### src/rtl/carrier_pkg.sv
// rtl/carrier_pkg.sv - Shared waveform mode encodings for the carrier generator
package carrier_pkg;

  typedef enum logic [1:0] {
    SINE   = 2'd0,
    SQUARE = 2'd1,
    TRI    = 2'd2,
    SAW    = 2'd3
  } wave_mode_e;

endpackage

### src/rtl/sine_qlut.sv
// rtl/sine_qlut.sv - Quarter-wave sine magnitude table with registered read
module sine_qlut #(
  parameter int DATA_W = 8,
  parameter int LUT_AW = 6
) (
  input  logic              clk,
  input  logic              reset,
  input  logic [LUT_AW-1:0] addr,
  output logic [DATA_W-2:0] data
);

  localparam int  DEPTH = 2 ** LUT_AW;
  localparam int  MAXV  = 2 ** (DATA_W - 1) - 1;
  localparam real AMP   = real'(2 ** (DATA_W - 1)) - 0.5;
  localparam real PI    = 3.14159265358979323846;

  logic [DATA_W-2:0] rom [DEPTH];

  // Half-step sample points keep the table symmetric around each quadrant
  // boundary; the clamp stops a rounded peak from spilling into the midscale bit.
  for (genvar i = 0; i < DEPTH; i++) begin : g_rom
    localparam real ANG = PI / 2.0 * (real'(i) + 0.5) / real'(DEPTH);
    localparam int  RAW = $rtoi(AMP * $sin(ANG) + 0.5);
    localparam int  VAL = (RAW > MAXV) ? MAXV : RAW;
    assign rom[i] = (DATA_W - 1)'(VAL);
  end

  always_ff @(posedge clk) begin
    if (reset) begin
      data <= '0;
    end else begin
      data <= rom[addr];
    end
  end

endmodule

### src/rtl/dds_carrier_gen.sv
// rtl/dds_carrier_gen.sv - Phase-accumulator carrier generator driving a clocked DAC
module dds_carrier_gen
  import carrier_pkg::*;
#(
  parameter int DATA_W  = 8,
  parameter int PHASE_W = 16,
  parameter int LUT_AW  = 6,
  parameter int DA_DIV  = 4
) (
  input  logic               clk,
  input  logic               reset,
  input  logic               enable,
  input  logic [1:0]         mode,
  input  logic [PHASE_W-1:0] ftw,
  input  logic               ftw_load,
  input  logic [PHASE_W-1:0] phase_off,
  input  logic               phase_clr,
  output logic               clk_DA,
  output logic               blank_DA_n,
  output logic               sync_DA_n,
  output logic [DATA_W-1:0]  dataout,
  output logic               wrap
);

  localparam int                CNT_W    = $clog2(DA_DIV);
  localparam logic [CNT_W-1:0]  CNT_LAST = CNT_W'(DA_DIV - 1);
  localparam logic [CNT_W-1:0]  CNT_HALF = CNT_W'(DA_DIV / 2);
  localparam logic [DATA_W-1:0] MID      = DATA_W'(1) << (DATA_W - 1);
  localparam logic [DATA_W-1:0] MID_M1   = MID - DATA_W'(1);

  logic [CNT_W-1:0]   cnt;
  logic               tick;
  logic [PHASE_W-1:0] acc;
  logic [PHASE_W-1:0] ftw_reg;
  logic               clr_pend;
  logic [PHASE_W:0]   acc_sum;
  logic [PHASE_W-1:0] p;
  logic [LUT_AW-1:0]  lut_addr;
  logic [DATA_W-2:0]  lut_q;
  logic [DATA_W-1:0]  tri_t;
  wave_mode_e         mode_r;
  logic               msb_r;
  logic               en_d1;
  logic [DATA_W-1:0]  tri_r;
  logic [DATA_W-1:0]  saw_r;
  logic [DATA_W-1:0]  sample;
  logic               unused_p;

  assign tick      = enable && (cnt == CNT_LAST);
  assign clk_DA    = enable && (cnt >= CNT_HALF);
  assign sync_DA_n = 1'b1;

  always_ff @(posedge clk) begin
    if (reset || !enable || tick) begin
      cnt <= '0;
    end else begin
      cnt <= cnt + CNT_W'(1);
    end
  end

  assign acc_sum = {1'b0, acc} + {1'b0, ftw_reg};

  // A clear strobe is remembered until the next tick so the phase jump lands
  // on a sample boundary; the clearing tick skips the add and cannot wrap.
  always_ff @(posedge clk) begin
    if (reset) begin
      acc      <= '0;
      ftw_reg  <= '0;
      clr_pend <= 1'b0;
      wrap     <= 1'b0;
    end else begin
      wrap <= 1'b0;
      if (ftw_load) begin
        ftw_reg <= ftw;
      end
      if (tick) begin
        clr_pend <= 1'b0;
        if (clr_pend || phase_clr) begin
          acc <= '0;
        end else begin
          acc  <= acc_sum[PHASE_W-1:0];
          wrap <= acc_sum[PHASE_W];
        end
      end else if (phase_clr) begin
        clr_pend <= 1'b1;
      end
    end
  end

  assign p        = acc + phase_off;
  assign lut_addr = p[PHASE_W-2] ? ~p[PHASE_W-3 -: LUT_AW] : p[PHASE_W-3 -: LUT_AW];
  assign tri_t    = p[PHASE_W-2 -: DATA_W];
  assign unused_p = ^p[PHASE_W-2-DATA_W:0];

  sine_qlut #(
    .DATA_W (DATA_W),
    .LUT_AW (LUT_AW)
  ) u_sine_qlut (
    .clk   (clk),
    .reset (reset),
    .addr  (lut_addr),
    .data  (lut_q)
  );

  always_ff @(posedge clk) begin
    if (reset) begin
      mode_r <= SINE;
      msb_r  <= 1'b0;
      tri_r  <= '0;
      saw_r  <= '0;
      en_d1  <= 1'b0;
    end else begin
      mode_r <= wave_mode_e'(mode);
      msb_r  <= p[PHASE_W-1];
      tri_r  <= p[PHASE_W-1] ? ~tri_t : tri_t;
      saw_r  <= p[PHASE_W-1 -: DATA_W];
      en_d1  <= enable;
    end
  end

  // The negative half-wave mirrors below M-1 so the two halves sum to all-ones.
  always_comb begin
    sample = MID;
    case (mode_r)
      SINE:    sample = msb_r ? (MID_M1 - {1'b0, lut_q}) : (MID + {1'b0, lut_q});
      SQUARE:  sample = msb_r ? '0 : '1;
      TRI:     sample = tri_r;
      SAW:     sample = saw_r;
      default: sample = MID;
    endcase
  end

  always_ff @(posedge clk) begin
    if (reset) begin
      blank_DA_n <= 1'b0;
      dataout    <= MID;
    end else begin
      blank_DA_n <= en_d1;
      dataout    <= en_d1 ? sample : MID;
    end
  end

endmodule

### config.mk
export PLATFORM = sky130hd
export DESIGN_NAME = dds_carrier_gen
export DESIGN_NICKNAME = d
export VERILOG_FILES = /design/src/rtl/carrier_pkg.sv /design/src/rtl/sine_qlut.sv /design/src/rtl/dds_carrier_gen.sv
export SDC_FILE = /design/constraint.sdc
export NUM_CORES = 1
export LEC_CHECK = 0
export BUFFER_PORTS_ARGS = -buffer_cell sky130_fd_sc_hd__buf_2
export CAP_MARGIN = 20
export CORE_MARGIN = 1.5
export CORE_UTILIZATION = 45
export DETAILED_ROUTE_END_ITERATION = 12
export PLACE_DENSITY_LB_ADDON = 0.08
export SYNTH_ARGS = -nofsm -noshare
export SYNTH_HDL_FRONTEND = slang
export SYNTH_HIERARCHICAL = 1
export SYNTH_SLANG_ARGS = --single-unit
### constraint.sdc
create_clock -name clk -period 6.9 [get_ports clk]
set_input_delay 1.035 -clock clk [delete_from_list [all_inputs] [get_ports clk]]
set_output_delay 1.035 -clock clk [all_outputs]
set_load 0.02 [all_outputs]
# Word-level counts from Yosys, hierarchy flattened
# Memories as Yosys holds them, arrays and structs flattened. A register that Yosys moved wholly into a read port is not among the register bits.
# Cells that the tools add are included.
# totals
rom_bits	448
output_inout_bits	12
elab_cells	44
latch_bits	0
ram_bits	0
n_memories	1
ff_bits	65
# classes
bitwise	5
n_shift	0
n_reduce_logical	10
add_sub_neg	5
mux	6
div	0
multipliers	0
n_eq_ne	4
n_lt_le_gt_ge	1
# mem_list
memory	words	width	rd	rd_ports_with_merged_regs	wr	line	rtl
(name not given)	64	7	1	1	0	sine_qlut.sv:32	data <= rom[addr];
# ops
operator	n
8-bit case mux with 4 select lines	1
8-bit 2-to-1 mux	3
16-bit by 16-bit adder with 17-bit output	1
16-bit adder	1
16-bit 2-to-1 mux	1
8-bit by 7-bit adder with 8-bit output (first input constant)	1
8-bit inverter	1
7-bit by 7-bit subtractor with 8-bit output (first input constant)	1
6-bit inverter with 7-bit output	1
2-bit == test (second input constant)	3
6-bit 2-to-1 mux	1
6-bit inverter	1
2-bit OR reduction	2
1-bit logical OR	3
3-bit OR reduction	1
2-bit by 1-bit adder with 2-bit output (second input constant)	1
2-bit by 1-bit == test with 1-bit output (second input constant)	1
2-bit greater-or-equal comparator (second input constant)	1
1-bit logical AND	2
2-bit zero test	1
1-bit inverter	2
1-bit zero test	1

# Logic depth before layout (Yosys ltp)
# depth
ltp_word	4
ltp_mapped	14
depth_no_buf	13

# Modules after synthesis
# Netlist, hierarchy kept.
# modules_own_cells
mod	area_per_inst_um2	cells_per_inst	instances
dds_carrier_gen	3644.7	405	1
sine_qlut	840.8	109	1

# Least setup slack after synthesis
# Ideal clock, no wire load.
# synth_timing
path_type	input-to-reg
start	input port phase_off[1]
end	register u_sine_qlut.data[2]
path_stages	13
setup_slack_ps	2694
n_path_buf	0
arrival_time_ps	4079
cell_sequence	ha_1 > a31oi_1 > a221o_1 > o211ai_2 > o21ai_2 > xnor2_4 > xor2_1 > inv_1 > ha_1 > nor2_2 > a21oi_2 > a2111oi_2 > nor3_1
# synth_between
elab_chain_cells	4
# synth_lines
item	line	rtl
start, declared	dds_carrier_gen.sv:16	input logic [PHASE_W-1:0] phase_off,
16-bit adder (*)	dds_carrier_gen.sv:90	assign p = acc + phase_off;
6-bit inverter	dds_carrier_gen.sv:91	assign lut_addr = p[PHASE_W-2] ? ~p[PHASE_W-3 -: LUT_AW] : p[PHASE_W-3 -: LUT_AW];
6-bit 2-to-1 mux (*)	dds_carrier_gen.sv:91	
via lut_addr[0]	dds_carrier_gen.sv:38	logic [LUT_AW-1:0] lut_addr;
6-bit inverter with 7-bit output (implied by the code) (*)	sine_qlut.sv:32	
end, declared	sine_qlut.sv:9	output logic [DATA_W-2:0] data
# Mark *: on every way through the listed nets, which the timed path passes. The rest lies on a longest branch.
# A chain may end at the register's enable or synchronous reset.

# Worst setup path after layout
# layout_timing
start	input port phase_off[1]
end	register u_sine_qlut.data[1]
# The elaborated chain is that of the path after synthesis.

==> reports/metrics.cfg <==
[worst_setup_path]
crit_slowest_cell=xor2_1
r2r_setup_slack_ps=2800
reg2regPathDepth=12
cp-end-kind=flop
crit_chain=buf_2, ha_1, a31oi_1, a221o_1, o211ai_2, o21ai_2, xnor2_4, xor2_1, inv_1, ha_1, nor2_2, a2111oi_0, o32ai_1
crit_path_max_incr_delay_ps=760
rr_startpoint=acc[1]
cp_common_cell=ha_1
critical_path_class=input port to flop
crit_required_ps=7130
critPathMaxFanout=13
worst_r2r_endpoint=u_sine_qlut/data[1]
cp-start-kind=input port
arrival_ps=4770

[placed_design]
place_hpwl_um=7030
finalWeightedCongestion=0.858
place_area_um2=4790
dp_slack_ps=2030
io_buffers=49

[worst_hold_path]
min-delay-start=cnt[0]
min-delay-path-class=flop to flop
min_to=cnt[0]
hold_depth=1

[timing]
setup_viol=0
setup_tns_ps=0
rsz0062_at_grt=no
finalCritPeriodShare=0.659
max_freq_ghz=0.220
hold_viol=0
fin_ws_ps=2350
drv_slew=0
slew_headroom=0.400
final.min_clock_period_ps=4550
finalClockSkew_ps=15.0
max_slew.worst_pin.slew_ps=897

[power_and_ir_drop]
p_per_area_nw_per_um2=203
ir_drop_mv=0.100
p_leak_nw=2.25
p_total_w=0.00103

[status]
outcome=completed

[drt]
post-route-drc-count=0
vias_per_cell=5.34
met2_length_um=4420
highest_layer=met4
m1WireLength_um=4390
ant_nets=0
met3_length_um=382
wl_per_cell_um=13.5
wirelength_um=9340
first_pass_iters=5
vias=3682
drt_iter0_drc=114

[logic_synthesis]
netlist_area_um2=4490
async_reset_ff_frac=0
synthCells=514
avgSynthCellArea_um2=8.73
syn_nets=594
synth_edf_count=0
seq_area_frac_synth=0.317
ys.flop_type=dfxtp_1
ys_ff_latch=71
yosys_warnings=6
ys_types=64

[cells_and_area]
layout_common_cells=dfxtp_1 (71), nor2_1 (50), buf_2 (49)
fin_util=0.519
nNetsFinal=632
design_area_um2=5050
antenna_cells=0
final_common_cell=dfxtp_1
drive_above_1_share=0.160
regArea_um2=1420
area_growth_pct=12.5
fill_cells=966
multi_input_area_um2=2850

[floorplanning]
dieHeight_um=103
die_area_um2=10600
io_pins=51
start_util=0.461
rows=36
die_w_um=103
core_um2=9730

[clock_network]
post_cts_resized=0
path_clk_slew_ps=80
cts.path.max_buffers=2
cts_tree=built
clk_latency_ps=340
cts_hold_buf=0
htreeDepth=3
post_cts_buffers=0
cts_root_buffer=clkbuf_8
numCtsBuffers=9
clock-sinks=71

[global_routing]
grtUsageTotal=0.190
antenna_found_initial=0
grt_remaining_overflow=0
grt_pass1_wl_um=15900
grt_max_degree=44
first_global_vias=3430

[flow_run]
cap_violations=0

Yosys cell counts, types with 3 or more instances:
cell type,instances,area (µm²)
nor2b_1,15,93.8
clkbuf_1,13,48.8
a41oi_1,4,35.0
a211oi_1,16,120
nand2b_1,4,25.0
buf_2,6,30.0
o221ai_1,3,26.3
a311oi_1,3,26.3
dfxtp_1,71,1420
a31oi_1,7,43.8
ha_1,40,500
xnor2_1,16,140
nor2_1,50,188
a21o_1,14,105
o21ai_0,45,225
nand3_1,7,35.0
buf_6,5,56.3
mux2i_1,27,270
nor3_1,3,15.0
inv_1,18,67.6
or3_1,8,50.1
xor2_1,18,158
a21oi_1,30,150
nand2_1,35,131
power breakdown:
group,total [W],switching (W),internal (W)
Clock,0.000403,0.000162,0.000241
Combinational,0.000177,0.000102,0.0000751
Sequential,0.000445,0.0000135,0.000432
Total,0.00103,0.000278,0.000748
routing by layer:
| metal | vias up | global-route usage |
|---|---|---|
| met2 | 80 | 0.316 |
| met5 | - | 0 |
| li1 | 1919 | - |
| met3 | 12 | 0.0366 |
| met1 | 1671 | 0.248 |
| met4 | 0 | 0.0613 |
how the worst max path moves through the flow:
stage                  from                  end  slack [ps]  depth (start not counted)
2_1_floorplan  phase_off[1]  u_sine_qlut/data[2]        2690                         13
3_3_place_gp   phase_off[1]  u_sine_qlut/data[2]        2180                         14
3_5_place_dp   phase_off[1]  u_sine_qlut/data[2]        2030                         14
4_1_cts        phase_off[1]  u_sine_qlut/data[2]        2370                         14
5_1_grt        phase_off[1]  u_sine_qlut/data[1]        1970                         13
6_report       phase_off[1]  u_sine_qlut/data[1]        2350                         13
metrics by stage:
stage / instances / hold slack, ps
after global placement: 673 / 439
after global routing: 690 / 494
final: 690 / 459
after CTS: 689 / 469
after floorplan: 514 / 426
after detailed placement: 673 / 456
critical path: cells and delay by family:
family          cells  cell delay [ps]
simple gates        1               70
compound gates      6             1430
xor+xnor            2             1110
buf+inv             2              400
fa+ha+maj           2              730
final cells by class:
cell class / count / area share
Timing Repair Buffer: 54 / 0.0575
Clock inverter: 7 / 0.0238
Multi-Input combinational cell: 397 / 0.565
Tap cell: 133 / 0.0330
Sequential cell: 71 / 0.282
Clock buffer: 9 / 0.0245
Inverter: 19 / 0.0141
kinds of logic after synthesis:
group / count (synthesis) / share of synthesized area
flops: 71 / 0.317
buf+inv: 46 / 0.0502
compound gates: 155 / 0.232
xor+xnor: 36 / 0.0787
other cells: 1 / 0.000836
simple gates: 136 / 0.143
fa+ha+maj: 41 / 0.116
mux: 28 / 0.0628
Note: power is estimated with default switching activity, not from simulation.
